File: src/rtl/shared_reg_rr_arbiter_pkg.sv
// Shared types, default parameters and helpers for the round-robin shared-register arbiter.
// Optional feature: define ARB_LOCK_EN to enable multi-write tenures via the lock inputs.
package shared_reg_rr_arbiter_pkg;

    typedef enum logic {
        ST_IDLE  = 1'b0,
        ST_GRANT = 1'b1
    } state_e;

    localparam int DEF_NREQ     = 4;
    localparam int DEF_WIDTH    = 8;
    localparam int DEF_MAX_LOCK = 3;

    // Increment an index with wrap-around at n.
    function automatic int wrap_inc(input int idx, input int n);
        return (idx + 1 >= n) ? 0 : idx + 1;
    endfunction

endpackage

File: src/rtl/shared_reg_rr_arbiter_if.sv
// Requester-side bus of the shared-register arbiter; lock exists only when ARB_LOCK_EN is defined.
interface shared_reg_rr_arbiter_if
    import shared_reg_rr_arbiter_pkg::*;
#(
    parameter int NREQ  = DEF_NREQ,
    parameter int WIDTH = DEF_WIDTH
);
    localparam int IW = $clog2(NREQ);

    logic [NREQ-1:0]       req;
    logic [NREQ*WIDTH-1:0] wdata;
`ifdef ARB_LOCK_EN
    logic [NREQ-1:0]       lock;
`endif
    logic [NREQ-1:0]       gnt;
    logic [IW-1:0]         owner;
    logic [WIDTH-1:0]      q;
    logic                  wr_done;
    logic                  busy;

`ifdef ARB_LOCK_EN
    modport master (output req, wdata, lock, input gnt, owner, q, wr_done, busy);
    modport slave  (input req, wdata, lock, output gnt, owner, q, wr_done, busy);
`else
    modport master (output req, wdata, input gnt, owner, q, wr_done, busy);
    modport slave  (input req, wdata, output gnt, owner, q, wr_done, busy);
`endif

endinterface

File: src/rtl/shared_reg_rr_arbiter_pick.sv
// Combinational round-robin picker: first set request scanning from ptr upward with wrap.
module rr_priority_pick
    import shared_reg_rr_arbiter_pkg::*;
#(
    parameter int NREQ = DEF_NREQ,
    parameter int IW   = $clog2(NREQ)
) (
    input  logic [NREQ-1:0] i_req,
    input  logic [IW-1:0]   i_ptr,
    output logic [NREQ-1:0] o_onehot,
    output logic [IW-1:0]   o_index,
    output logic            o_any
);

    int          w_idx;
    logic [IW-1:0] w_sel;

    // NOTE: every output gets a default before the scan so no path leaves a latch.
    always_comb begin
        o_onehot = '0;
        o_index  = '0;
        o_any    = 1'b0;
        w_idx    = 0;
        w_sel    = '0;
        for (int i = 0; i < NREQ; i++) begin
            w_idx = int'(i_ptr) + i;
            if (w_idx >= NREQ) w_idx = w_idx - NREQ;
            w_sel = IW'(w_idx);
            if (!o_any && i_req[w_sel]) begin
                o_any           = 1'b1;
                o_index         = w_sel;
                o_onehot[w_sel] = 1'b1;
            end
        end
    end

endmodule

File: src/rtl/shared_reg_rr_arbiter.sv
// Round-robin arbiter and write sequencer for one shared WIDTH-bit register.
// Define ARB_LOCK_EN to let an owner hold its tenure for up to MAX_LOCK back-to-back writes.
module shared_reg_rr_arbiter
    import shared_reg_rr_arbiter_pkg::*;
#(
    parameter int NREQ     = DEF_NREQ,
    parameter int WIDTH    = DEF_WIDTH,
    parameter int MAX_LOCK = DEF_MAX_LOCK
) (
    input  logic                    clk,
    input  logic                    reset,
    shared_reg_rr_arbiter_if.slave  bus
);
    localparam int IW  = $clog2(NREQ);
    localparam int LCW = $clog2(MAX_LOCK + 1);

    state_e           r_state, w_state_nxt;
    logic [IW-1:0]    r_ptr, w_ptr_nxt;
    logic [IW-1:0]    r_owner, w_owner_nxt;
    logic [NREQ-1:0]  r_gnt, w_gnt_nxt;
    logic [WIDTH-1:0] r_q, w_q_nxt;
    logic             r_wr_done, w_wr_done_nxt;
    logic [LCW-1:0]   r_lock_cnt, w_lock_cnt_nxt;
    logic             w_hold;

    logic [NREQ-1:0]  w_pick_onehot;
    logic [IW-1:0]    w_pick_index;
    logic             w_pick_any;

    rr_priority_pick #(.NREQ(NREQ), .IW(IW)) u_pick (
        .i_req    (bus.req),
        .i_ptr    (r_ptr),
        .o_onehot (w_pick_onehot),
        .o_index  (w_pick_index),
        .o_any    (w_pick_any)
    );

    always_comb begin
        w_state_nxt    = r_state;
        w_ptr_nxt      = r_ptr;
        w_owner_nxt    = r_owner;
        w_gnt_nxt      = r_gnt;
        w_q_nxt        = r_q;
        w_wr_done_nxt  = 1'b0;
        w_lock_cnt_nxt = r_lock_cnt;
        w_hold         = 1'b0;
        case (r_state)
            ST_IDLE: begin
                w_gnt_nxt = '0;
                if (w_pick_any) begin
                    w_gnt_nxt      = w_pick_onehot;
                    w_owner_nxt    = w_pick_index;
                    w_lock_cnt_nxt = '0;
                    w_state_nxt    = ST_GRANT;
                end
            end
            ST_GRANT: begin
                if (bus.req[r_owner]) begin
                    w_q_nxt       = bus.wdata[int'(r_owner)*WIDTH +: WIDTH];
                    w_wr_done_nxt = 1'b1;
`ifdef ARB_LOCK_EN
                    w_hold = bus.lock[r_owner] && (r_lock_cnt < LCW'(MAX_LOCK - 1));
`endif
                    if (w_hold) begin
                        w_lock_cnt_nxt = r_lock_cnt + LCW'(1);
                    end else begin
                        w_ptr_nxt   = IW'(wrap_inc(int'(r_owner), NREQ));
                        w_gnt_nxt   = '0;
                        w_state_nxt = ST_IDLE;
                    end
                end else begin
                    // Withdrawn request: tenure ends without a write, ptr keeps its place.
                    w_gnt_nxt   = '0;
                    w_state_nxt = ST_IDLE;
                end
            end
            default: w_state_nxt = ST_IDLE;
        endcase
    end

    // NOTE: sequential state uses non-blocking assignments so all registers update together.
    always_ff @(posedge clk or posedge reset) begin
        if (reset) begin
            r_state    <= ST_IDLE;
            r_ptr      <= '0;
            r_owner    <= '0;
            r_gnt      <= '0;
            r_q        <= '0;
            r_wr_done  <= 1'b0;
            r_lock_cnt <= '0;
        end else begin
            r_state    <= w_state_nxt;
            r_ptr      <= w_ptr_nxt;
            r_owner    <= w_owner_nxt;
            r_gnt      <= w_gnt_nxt;
            r_q        <= w_q_nxt;
            r_wr_done  <= w_wr_done_nxt;
            r_lock_cnt <= w_lock_cnt_nxt;
        end
    end

    assign bus.gnt     = r_gnt;
    assign bus.owner   = r_owner;
    assign bus.q       = r_q;
    assign bus.wr_done = r_wr_done;
    assign bus.busy    = (r_state == ST_GRANT);

endmodule

File: src/flat_wrapper.sv
// flat-port wrapper written by rule: the top's interface ports become plain ports
module shared_reg_rr_arbiter_flat import shared_reg_rr_arbiter_pkg::*;
#(
    parameter int NREQ     = DEF_NREQ,
    parameter int WIDTH    = DEF_WIDTH,
    parameter int MAX_LOCK = DEF_MAX_LOCK
)
  (clk, reset, bus_req, bus_wdata, bus_gnt, bus_owner, bus_q, bus_wr_done, bus_busy);
  shared_reg_rr_arbiter_if #(.NREQ(NREQ), .WIDTH(WIDTH)) bus_i ();
  input  logic clk;
  input  logic reset;
  input wire logic [$bits(bus_i.req)-1:0] bus_req;
  input wire logic [$bits(bus_i.wdata)-1:0] bus_wdata;
  output wire logic [$bits(bus_i.gnt)-1:0] bus_gnt;
  output wire logic [$bits(bus_i.owner)-1:0] bus_owner;
  output wire logic [$bits(bus_i.q)-1:0] bus_q;
  output wire logic [$bits(bus_i.wr_done)-1:0] bus_wr_done;
  output wire logic [$bits(bus_i.busy)-1:0] bus_busy;
  assign bus_i.req = bus_req;
  assign bus_i.wdata = bus_wdata;
  assign bus_gnt = bus_i.gnt;
  assign bus_owner = bus_i.owner;
  assign bus_q = bus_i.q;
  assign bus_wr_done = bus_i.wr_done;
  assign bus_busy = bus_i.busy;
  shared_reg_rr_arbiter #(.NREQ(NREQ), .WIDTH(WIDTH), .MAX_LOCK(MAX_LOCK)) u_core (.clk(clk), .reset(reset), .bus(bus_i));
endmodule
File: config.mk
export PLATFORM = sky130hd
export DESIGN_NAME = shared_reg_rr_arbiter_flat
export DESIGN_NICKNAME = d
export VERILOG_FILES = /design/src/rtl/shared_reg_rr_arbiter_pkg.sv /design/src/rtl/shared_reg_rr_arbiter_if.sv /design/src/rtl/shared_reg_rr_arbiter_pick.sv /design/src/rtl/shared_reg_rr_arbiter.sv /design/src/flat_wrapper.sv
export SDC_FILE = /design/constraint.sdc
export NUM_CORES = 1
export LEC_CHECK = 0
export CORE_MARGIN = 2
export CORE_UTILIZATION = 30
export DETAILED_ROUTE_END_ITERATION = 12
export GPL_TIMING_DRIVEN = 1
export PLACE_DENSITY_LB_ADDON = 0.15
export SYNTH_ARGS = -nofsm -noshare
export SYNTH_HDL_FRONTEND = slang
export SYNTH_SLANG_ARGS = --single-unit
File: constraint.sdc
create_clock -name clk -period 2.2 [get_ports clk]
set_clock_uncertainty 0.2 [all_clocks]
set_input_delay 0.55 -clock clk [delete_from_list [all_inputs] [get_ports clk]]
set_output_delay 0.55 -clock clk [all_outputs]
set_load 0.005 [all_outputs]
# Word level (Yosys, flattened, before mapping)
# Index checks and enable logic that the tools add are counted.
classes:
  n_addsub: 8
  n_mul: 0
  div: 0
  magnitude_cmp: 14
  n_eq_ne: 0
  shift: 1
  muxes: 41
  n_bitwise: 4
  reduce_logical: 12
ops:
  columns: ["operator", "n"]
  rows:
  - ["32-bit by 6-bit indexed part select with 8-bit output", 1]
  - ["4-bit two-way mux", 5]
  - ["2-bit two-way mux", 9]
  - ["1-bit two-way mux", 16]
  - ["2-bit by 3-bit < comparator with 1-bit output (second input constant)", 5]
  - ["3-bit greater-or-equal comparator (second input constant)", 4]
  - ["4-bit OR", 3]
  - ["1-bit binary-select mux with 2-bit select", 5]
  - ["1-bit demux with 2-bit select", 4]
  - ["2-bit by 1-bit greater-or-equal comparator with 1-bit output (second input constant)", 4]
  - ["4-bit case mux with 2 select lines", 1]
  - ["2-bit by 1-bit subtractor with 2-bit output (second input constant)", 4]
  - ["1-bit logical AND", 7]
  - ["2-bit by 1-bit adder with 3-bit output (second input constant)", 2]
  - ["2-bit by 2-bit adder with 3-bit output (second input constant)", 2]
  - ["2-bit AND reduction", 2]
  - ["2-bit by 3-bit greater-or-equal comparator with 1-bit output (second input constant)", 1]
  - ["1-bit zero test", 3]
  - ["1-bit case mux with 2 select lines", 1]
  - ["1-bit NOT", 1]
totals:
  reg_bits: 18
  latch_bits: 0
  ramBits: 0
  mem_bits_ro: 0
  word_cells: 86
  mem_count: 0

# Logic depth before layout (Yosys ltp)
# Gate-level depths: netlist of the first run.
depth:
  ltp_word: 16
  ltp_mapped: 7
  ltp_nobuf: 6

# Hierarchy
# From an unflattened synthesis of the first run, not the netlist that was laid out.
unflattened:
  hier_cells: 100
  hier_area_um2: 1342.5
by_module_without_submodules:
  columns: ["mod", "n_inst", "cells_each", "area_per_inst_um2", "seq_area_each_um2"]
  rows:
  - ["shared_reg_rr_arbiter", 1, 55, 920.9, 450.4]
  - ["rr_priority_pick", 1, 45, 421.7, 0.0]

# Least setup slack after synthesis of the first run
# OpenSTA, ideal clock, no wires.
synth_path:
  path_type: "reg2reg"
  startpoint: "register u_core.r_ptr[0]"
  endpoint: "register u_core.r_owner[1], in the netlist u_core.bus.owner[1]"
  arrival_ns: 2.009
  required_ns: 1.874
  path_slack_ns: -0.135
  stages_incl_launch_ff: 8
  synth_period_minus_slack_ns: 2.335
  cell_sequence: "dfrtp_1 > buf_6 > inv_4 > ha_1 > inv_1 > and4_1 > or3_4 > a221o_1"
synth_via:
  elab_chain_len: 15
synth_rtl:
  columns: ["item", "line_no", "source"]
  rows:
  - ["from (decl)", "shared_reg_rr_arbiter.sv:18", "logic [IW-1:0] r_ptr, w_ptr_nxt;"]
  - ["from (signal assigned)", "shared_reg_rr_arbiter.sv:93", "r_ptr <= w_ptr_nxt;"]
  - ["parallel branches: the longest is 15 deep, another holds 2-bit by 1-bit adder with 3-bit output", null, null]
  - ["to (signal assigned)", "shared_reg_rr_arbiter.sv:94", "r_owner <= w_owner_nxt;"]
  - ["to (decl)", "shared_reg_rr_arbiter.sv:19", "logic [IW-1:0] r_owner, w_owner_nxt;"]
# Several ways; the timed one is not identified. The select of a mux whose other input is x is not followed.
# A chain may end at the register's enable or synchronous reset.

# Final worst setup path of the first run
layout_path:
  startpoint: "register u_core.r_owner[0], in the netlist u_core.bus.owner[0]"
  endpoint: "output port bus_owner[0]"
layout_rtl:
  columns: ["item", "line_no", "source"]
  rows:
  - ["to (decl)", "flat_wrapper.sv:15", "output wire logic [$bits(bus_i.owner)-1:0] bus_owner;"]
# No word-level cell between the ends.

==> summary.txt, run 1 <==
Status: finished clean
Overflow after GRT: 0
CTS Hold Buffers Added: 0
DR DRC count: 0
Reg-to-reg setup timing slack: 90 ps
Cell Rows: 24
Number of global-route vias before repair: 1,176
Slew margin rel.: 73.5%
Area growth syn-to-layout: 53.0%
CTS tree: built
First-pass GRT wire length: 5810 um
Most frequent cells in the layout: clkdlybuf4s50_1 (49), dfrtp_1 (16), buf_4 (14)
Max cap viols: 0
Worst Path Class, Setup: flip-flop to output pin
Flop and latch count out of synthesis: 18
Syn_nets: 154
RSZ-0062 raised after global routing: no
Synth top area cells: dfrtp_1 (33%), mux4_2 (18%), mux2_2 (9.9%)
NumNets Final: 220
Worst R2R Path Depth: 6
Initial antenna violation count: 0
Reg-to-reg endpoint: u_core.bus.owner[1]
Number of distinct library cells after synthesis: 36
Critical path startpoint category: flip-flop
Via Count: 1,180
Worst R2R Start: u_core.r_ptr[1]
# setup viols final: 0
Post-DP HPWL: 2750 um
Final antenna diode count: 0
Post-DR wirelength/cell: 16.1 um
Longest Clk Path Bufs: 2
Crit. End Element: output pin
Critical Path Fanout Max: 12
Ys Warns: 0
Final hold violation count: 0
H-Tree Depth: 1
CTS Buf Count: 3
Largest net degree at the start of global routing: 19
Worst-path clk slew: 70 ps
Worst hold stages: 1
Synth Cell Area: 1370 sq um
Worst-margin pin slew: 393 ps
Synth top area share: 33.0%
Worst vdd ir: 0.000467 V
DIE WIDTH: 71.5 um
Initial Util: 31.2%
Drt via density: 5.27
I/O Buffers: 53
Met2 usage: 24.3%
Placed Instances: 220
GR Util met3: 1.27%
CP Data Required Time: 1450 ps
Clock root cell: clkbuf_8
Met1 Use GR: 19.2%
Setup Buffers After CTS: 0
Leak: 0.846 nW
Pre-antenna DRT Iters: 4
Period utilization: 96.4%
GRT Util Overall: 14.5%
FMAX: 0.471 GHz
GP Congestion: 0.850
Cells after Synth: 107
Most Crowded Layer GR: met2
Post-route cell area: 2090 sq um
Register area share after synthesis: 33.0%
Power density over the cells: 1170 nW/um^2
HP Class: flip-flop to flip-flop
Area leader, netlist: dfrtp_1
I/O pin count: 54
Die Area: 5110 sq um
Area post-placement: 2040 sq um
Drt total wl: 3610 um
Share of cells above drive strength 1: 29.1%
Core ar.: 4380 sq um
Worst hold path endpoint: u_core.bus.q[6]
Commonest non-fill, non-tap cell in the layout: clkdlybuf4s50_1
Avg Cell Area, Syn: 12.8 sq um
WP data arrival: 1370 ps
Hold Startpoint: u_core.bus.q[6]
Non-Filler Instances: 224
Min Tclk post-route: 2120 ps
Antenna viol nets, final: 0
Worst skew pair latency: 250 ps
Num Clock Sinks: 18
Post-CTS sizing: 5
Layout fillers: 408
Die Y: 71.5 um
Initial DRC count: 33
Slew Viols, Final: 0
TNS Setup: 0 ps
cells in the mapped netlist, drive strengths merged:
| cell type | instances |
|---|---|
| a2111oi | 2 |
| a21o | 1 |
| a21oi | 3 |
| a221o | 5 |
| a311oi | 1 |
| a32o | 4 |
| and4 | 1 |
| buf | 7 |
| clkbuf | 1 |
| dfrtp | 18 |
| ha | 9 |
| inv | 6 |
| mux2 | 12 |
| mux2i | 1 |
| mux4 | 11 |
| nand2 | 2 |
| nand2b | 1 |
| nand3 | 1 |
| nand3b | 1 |
| nor2 | 2 |
| nor2b | 2 |
| nor3 | 3 |
| nor4 | 1 |
| o21a | 4 |
| o21ai | 2 |
| o2bb2ai | 1 |
| o311ai | 1 |
| or2b | 1 |
| or3 | 2 |
| or3b | 1 |
critical path, stage by stage, from the launching register on:
cell and delay, ps:
dfrtp_1 410, buf_8 190, clkdlybuf4s50_1 520
sequential cells by signal, indices dropped and copies added (netlist names):
register / flops
u_core.bus.q: 8
u_core.bus.gnt: 4
u_core.bus.owner: 2
u_core.r_ptr: 2
u_core.bus.busy: 1
u_core.bus.wr_done: 1
per-stage QoR:
step	setup WS, ps	power (mW)	util [%]	hold WS, ps
after floorplan	30.1	1.53	-	288
after global placement	-403	2.18	46.6	289
after detailed placement	-439	2.21	46.6	294
after CTS	42.3	2.47	47.6	311
after global routing	8.68	2.63	47.7	329
final	79.1	2.45	47.7	308
layout make-up:
| class | instances | area (sq um) | share of cell area (%) |
|---|---|---|---|
| timing repair buffer | 69 | 666 | 31.8 |
| inverter | 6 | 25.0 | 1.20 |
| clock buffer | 4 | 45.0 | 2.15 |
| tap | 52 | 65.1 | 3.11 |
| multi-input combinational | 75 | 837 | 40.0 |
| sequential | 18 | 453 | 21.7 |
kinds of logic after synthesis:
logic type | count (synthesis) | synth area share [%]
AOI/OAI and AO/OA | 24 | 14.8
adders and majority gates | 9 | 8.24
buffers and inverters | 14 | 6.69
DFF | 18 | 33.0
muxes | 24 | 29.0
and+or+nand+nor | 18 | 8.24
metal layers:
| metal | routed length, um | part of all wire [%] |
|---|---|---|
| met4 | 53 | 1.5 |
| met3 | 244 | 6.8 |
| met5 | 0 | 0 |
| met1 | 1570 | 44 |
| met2 | 1740 | 48 |
power by group:
group | total (mW) | internal [mW] | switching (mW)
combinational | 1.61 | 0.965 | 0.647
clock | 0.244 | 0.129 | 0.115
sequential | 0.590 | 0.493 | 0.0977
worst max-delay path by stage:
stage / slack, ps / depth (start not counted) / to / start
6_report: 80 / 2 / bus_owner[0] / u_core.bus.owner[0]
5_1_grt: 9 / 2 / bus_owner[0] / u_core.bus.owner[0]
4_1_cts: 40 / 2 / bus_owner[0] / u_core.bus.owner[0]
3_5_place_dp: -440 / 5 / u_core.bus.gnt[3] / bus_req[3]
3_3_place_gp: -400 / 5 / u_core.bus.gnt[3] / bus_req[3]
2_1_floorplan: 30 / 7 / u_core.bus.owner[1] / u_core.r_ptr[0]
No activity file was read; power rests on OpenSTA's default activity.
==> inputs of run 2 (changes only) <==
--- a/config.mk
+++ b/config.mk
@@ -5,6 +5,7 @@
 export SDC_FILE = /design/constraint.sdc
 export NUM_CORES = 1
 export LEC_CHECK = 0
+export ABC_AREA = 1
 export CORE_MARGIN = 2
 export CORE_UTILIZATION = 30
 export DETAILED_ROUTE_END_ITERATION = 12
==> summary.txt, run 2 <==
RSZ-0062 raised after global routing: no
Critical path's slowest cell: clkdlybuf4s50_1
Leak: 1.01 nW (+19%)
Slew Viols, Final: 0 (unchanged)
Worst-path clk slew: 60 ps (about the same)
CP startpoint: u_core.bus.owner[1]
Critical Path Fanout Max: 6 (-6)
Pre-antenna DRT Iters: 4 (unchanged)
Die Y: 74.7 um (+4.4%)
First-pass GRT wire length: 6370 um (+9.6%)
Worst-margin pin slew: 247 ps (-145 ps)
Flop and latch count out of synthesis: 18 (unchanged)
Most frequent cells in the layout: clkdlybuf4s50_1 (53), nor2_1 (41), nand2_1 (26)
Post-DP HPWL: 3090 um (+12%)
Synth Cell Area: 1500 sq um (+9.6%)
Critical Path Max Stage Delay: 540 ps (+20 ps)
Critical path startpoint category: flip-flop
Worst R2R Path Depth: 10 (+4)
GRT Util Overall: 14.7% (+0.16 points)
Cell Rows: 25 (+4.2%)
Layout fillers: 496 (+22%)
CP Data Required Time: 1450 ps (about the same)
Worst R2R Start: u_core.r_ptr[0]
Reg-to-reg setup timing slack: 230 ps (+140 ps)
Crit path to: bus_owner[1]
I/O pin count: 54 (unchanged)
Via Count: 1,497 (+27%)
Worst vdd ir: 0.000496 V (+6.3%)
Core Util, Final: 45.6% (-2.1 points)
Number of global-route vias before repair: 1,407 (+20%)
Final antenna diode count: 0 (unchanged)
Post-DR wirelength/cell: 11.6 um (-28%)
Most common cell in the netlist: nor2_1
Placed Instances: 325 (+48%)
I/O Buffers: 53 (unchanged)
Num Clock Sinks: 18 (unchanged)
Drt total wl: 3800 um (+5.3%)
GP Congestion: 0.817 (-3.9%)
Net Sw Power: 1.42 mW (+65%)
Antenna viol nets, final: 0 (unchanged)
EDFF count, synth: 0 (unchanged)
Clock root cell: clkbuf_8
Clock power frac: 7.5% (-2.5 points)
Largest net degree at the start of global routing: 20 (+1)
Worst skew pair latency: 250 ps (about the same)
CTS Buf Count: 3 (unchanged)
Synth top area cells: dfrtp_1 (30%), nor2_1 (10%), ha_1 (7.5%)
Final hold violation count: 0 (unchanged)
CTS tree: built
Predominant post-synthesis flop cell: dfrtp_1
Logic pwr share: 72.4% (+6.5 points)
Core ar.: 4750 sq um (+8.4%)
Status: finished clean
Total power: 2.90 mW (+18%)
Ys Warns: 0 (unchanged)
Period utilization: 90.7% (-5.7 points)
Die Area: 5570 sq um (+9.1%)
Cells after Synth: 203 (+90%)
Longest Clk Path Bufs: 2 (unchanged)
Initial Util: 31.5% (+0.34 points)
Switching Fraction: 49.1% (+14 points)
Max reg flops: 8 (unchanged)
DIE WIDTH: 74.7 um (+4.4%)
Synth async-reset ratio: 100% (unchanged)
Register area share after synthesis: 30.1% (-2.9 points)
DR DRC count: 0 (unchanged)
Reg-to-reg endpoint: u_core.bus.gnt[3]
Initial antenna violation count: 0 (unchanged)
Setup Buffers After CTS: 0 (unchanged)
# setup viols final: 0 (unchanged)
Synth top area share: 30.1% (-2.9 points)
Share of cells above drive strength 1: 14.9% (-14 points)
Crit. End Element: output pin
Area growth syn-to-layout: 44.9%
CTS Hold Buffers Added: 0 (unchanged)
Overflow after GRT: 0 (unchanged)
Cell chain of the critical path: clkdlybuf4s50_1
Avg Cell Area, Syn: 7.38 sq um (-42%)
NumNets Final: 310 (+41%)
Delay-heaviest family, CP: buffers and inverters
WP data arrival: 1250 ps (-120 ps)
WP depth: 1 (-1)
Max cap viols: 0 (unchanged)
Seq pwr share: 20.2% (-3.9 points)
Pint: 1.48 mW (-7.0%)
Worst Path Class, Setup: flip-flop to output pin
Top cells by count, synth: nor2_1 (41), nand2_1 (26), dfrtp_1 (18), o21ai_0 (18), nand3_1 (15)
Non-Filler Instances: 328 (+46%)
Min Tclk post-route: 2000 ps (-125 ps)
Power density over the cells: 1340 nW/um^2 (+14%)
HP Class: flip-flop to flip-flop
Bufs and invs on worst path: 1 (-1)
Drt via density: 4.56 (-13%)
Post-CTS sizing: 0 (-5)
FMAX: 0.501 GHz (+6.2%)
Area leader, netlist: dfrtp_1
Number of distinct library cells after synthesis: 29 (-19%)
Commonest non-fill, non-tap cell in the layout: clkdlybuf4s50_1
Initial DRC count: 80 (+140%)
Slew margin rel.: 83.5% (+10 points)
H-Tree Depth: 1 (unchanged)
Syn_nets: 250 (+62%)
[run 2: worst min-delay path by stage]
stage                     from  cells after the start              end  slack (ps)
2_1_floorplan            reset                      1  u_core.bus.busy         290
5_1_grt        u_core.bus.q[7]                      2  u_core.bus.q[7]         390
6_report       u_core.bus.q[2]                      2  u_core.bus.q[2]         350
3_5_place_dp   u_core.bus.q[2]                      2  u_core.bus.q[2]         340
4_1_cts        u_core.bus.q[2]                      2  u_core.bus.q[2]         350
3_3_place_gp   u_core.bus.q[2]                      2  u_core.bus.q[2]         330
[run 2: final cells by class]
type | instances | area [sq um] | share of cell area (%)
multi-input cells | 157 | 911 | 42.0
flip-flops and latches | 18 | 450 | 20.8
repair buffers | 61 | 591 | 27.2
clock buffers | 3 | 41.3 | 1.90
well taps | 67 | 83.8 | 3.86
inverters | 22 | 92.6 | 4.27
[run 2: layer usage]
metal / share of wire (%) / vias to the layer above / track usage (%)
li1: - / 786 / -
met1: 48 / 671 / 20.2
met2: 47 / 35 / 24.1
met3: 3.8 / 5 / 3.35
met4: 0.79 / 0 / 2.38
met5: 0 / - / 0
[run 2: logic make-up (layout without fill, tap and decap cells)]
| family | after synthesis | after routing | synth area share [%] |
|---|---|---|---|
| compound gates | 40 | 40 | 15.2 |
| simple gates | 108 | 108 | 38.1 |
| flops | 18 | 18 | 30.1 |
| fa+ha+maj | 9 | 9 | 7.52 |
| buf+inv | 28 | 86 | 9.11 |
[run 2: power groups by stage]
stage	registers, mW	clock network [mW]	logic, mW
after floorplan	0.603	0	1.44
after global placement	0.591	0	2.12
after detailed placement	0.586	0	2.12
after CTS	0.586	0.225	2.13
after global routing	0.605	0.237	2.39
final	0.584	0.217	2.10
[run 2: metrics by stage]
step                instance area [sq um]  setup slack, ps  hold slack (ps)  TNS, ps
floorplan                            1500              297              289        0
global placement                     2130             10.2              332        0
detailed placement                   2130            -19.0              341    -88.2
CTS                                  2170              198              354        0
global route                         2170             48.8              393        0
finish                               2170              204              351        0
==> inputs of run 3 (changes only) <==
--- a/config.mk
+++ b/config.mk
@@ -6,11 +6,13 @@
 export NUM_CORES = 1
 export LEC_CHECK = 0
 export ABC_AREA = 1
+export CAP_MARGIN = 20
 export CORE_MARGIN = 2
-export CORE_UTILIZATION = 30
+export CORE_UTILIZATION = 35
 export DETAILED_ROUTE_END_ITERATION = 12
 export GPL_TIMING_DRIVEN = 1
 export PLACE_DENSITY_LB_ADDON = 0.15
 export SYNTH_ARGS = -nofsm -noshare
 export SYNTH_HDL_FRONTEND = slang
 export SYNTH_SLANG_ARGS = --single-unit
+export TNS_END_PERCENT = 20
==> summary.txt, run 3 (synthesized netlist as in run 2, its figures left out) <==
Status: finished clean
Final antenna diode count: 0 (unchanged)
Worst R2R Path Depth: 10 (unchanged)
Total power: 2.88 mW (-0.71%)
Worst vdd ir: 0.000564 V (+14%)
Clock root cell: clkbuf_8
Area growth syn-to-layout: 42.9%
I/O Buffers: 53 (unchanged)
Slew margin rel.: 78.6% (-4.9 points)
RSZ-0062 raised after global routing: no
Min Tclk post-route: 2090 ps (+96.5 ps)
Reg-to-reg endpoint: u_core.bus.owner[0]
Number of global-route vias before repair: 1,426 (+1.4%)
Num Clock Sinks: 18 (unchanged)
Die Area: 4820 sq um (-14%)
Max reg flops: 8 (unchanged)
Share of cells above drive strength 1: 14.6% (-0.33 points)
Overflow after GRT: 0 (unchanged)
Non-Filler Instances: 310 (-5.5%)
CTS Buf Count: 3 (unchanged)
Initial antenna violation count: 0 (unchanged)
Drt total wl: 3740 um (-1.5%)
GP Congestion: 0.834 (+2.1%)
WL met3: 159 um (+9.7%)
I/O pin count: 54 (unchanged)
Worst-margin pin slew: 321 ps (+73.3 ps)
DRT met1 WL: 1780 um (-2.6%)
Critical path startpoint category: flip-flop
Reg-to-reg setup timing slack: 270 ps (+40 ps)
DIE WIDTH: 69.4 um (-7.0%)
Antenna viol nets, final: 0 (unchanged)
Slack of the critical path: 107 ps (-96.5 ps)
Core ar.: 4060 sq um (-15%)
Delay-heaviest family, CP: buffers and inverters
Setup Slack @ Placement: -27.1 ps (-8.08 ps)
Initial Util: 36.9% (+5.4 points)
FMAX: 0.478 GHz (-4.6%)
CP Data Required Time: 1450 ps (about the same)
Critical path's slowest cell: clkdlybuf4s50_1
Worst R2R Start: u_core.r_ptr[0]
Core Util, Final: 52.8% (+7.1 points)
Drt via density: 4.75 (+4.1%)
Via Count: 1,473 (-1.6%)
GRT Util Overall: 16.4% (+1.7 points)
Bufs and invs on worst path: 1 (unchanged)
Leak: 1.00 nW (-0.49%)
H-Tree Depth: 1 (unchanged)
Final hold violation count: 0 (unchanged)
Hold Startpoint: u_core.bus.q[0]
Post-DP HPWL: 3000 um (-3.0%)
NumNets Final: 309 (-0.32%)
Pre-antenna DRT Iters: 4 (unchanged)
Placed Instances: 307 (-5.5%)
Commonest non-fill, non-tap cell in the layout: clkdlybuf4s50_1
Critical Path Max Stage Delay: 570 ps (+30 ps)
# setup viols final: 0 (unchanged)
Worst skew pair latency: 250 ps (about the same)
First-pass GRT wire length: 6520 um (+2.4%)
Largest net degree at the start of global routing: 20 (unchanged)
Period utilization: 95.1% (+4.4 points)
Die Y: 69.4 um (-7.0%)
Post-CTS sizing: 0 (unchanged)
Post-DR wirelength/cell: 12.1 um (+4.2%)
WP data arrival: 1340 ps (+90 ps)
Most frequent cells in the layout: clkdlybuf4s50_1 (53), nor2_1 (41), nand2_1 (26)
Slew Viols, Final: 0 (unchanged)
Highest Signal Layer: met4
Worst hold stages: 2 (unchanged)
Met2 WL: 1780 um (-1.1%)
CTS Hold Buffers Added: 0 (unchanged)
Setup Buffers After CTS: 0 (unchanged)
Worst Path Class, Setup: flip-flop to output pin
CTS tree: built
DR DRC count: 0 (unchanged)
Critical Path Fanout Max: 10 (+4)
Max cap viols: 0 (unchanged)
Crit. End Element: output pin
HP Class: flip-flop to flip-flop
Initial DRC count: 81 (+1.3%)
Worst-path clk slew: 60 ps (about the same)
Power density over the cells: 1340 nW/um^2 (+0.62%)
Hold_ws: 349 ps (-1.87 ps)
Cell Rows: 23 (-8.0%)
Longest Clk Path Bufs: 2 (unchanged)
Cell chain of the critical path: clkdlybuf4s50_1
Worst hold path endpoint: u_core.bus.q[0]
==> run 3: cell count changes in the layout (fill, tap and decap cells not counted), sizes merged <==
| cell | delta |
|---|---|
| buf | -1 |
==> run 3: worst max-delay path by stage <==
stage / start / end / slack [ps] / depth (start not counted)
floorplan: u_core.r_ptr[0] / u_core.bus.gnt[0] / 300 / 11
global placement: bus_req[2] / u_core.bus.q[7] / 8 / 9
detailed placement: bus_req[2] / u_core.bus.q[3] / -30 / 9
CTS: u_core.bus.owner[0] / bus_owner[0] / 80 / 1
global route: u_core.bus.owner[0] / bus_owner[0] / 40 / 1
finish: u_core.bus.owner[0] / bus_owner[0] / 110 / 1
==> run 3: area by class of cell <==
type | count | area (sq um)
Inverter | 22 | 92.6
Fill cell | 406 | 1920
Timing Repair Buffer | 60 | 583
Multi-Input combinational cell | 157 | 911
Sequential cell | 18 | 450
Clock buffer | 3 | 41.3
Tap cell | 50 | 62.6
==> run 3: stage by stage <==
step	TNS (ps)	area [sq um]
4_1_cts	0	2140
2_1_floorplan	0	1500
5_1_grt	0	2140
3_3_place_gp	0	2100
6_report	0	2140
3_5_place_dp	-41.0	2100
==> run 3: power by group <==
part / switching (mW) / total [mW] / leakage (nW) / internal, mW
clock: 0.0992 / 0.220 / 0.0216 / 0.121
combinational: 1.19 / 2.05 / 0.764 / 0.857
sequential: 0.121 / 0.605 / 0.216 / 0.484
==> run 3: routing by layer <==
layer | GRT usage (%) | vias up
met4 | 3.27 | 0
met2 | 27.6 | 40
met3 | 3.20 | 2
li1 | - | 784
met5 | 0 | -
met1 | 21.9 | 647
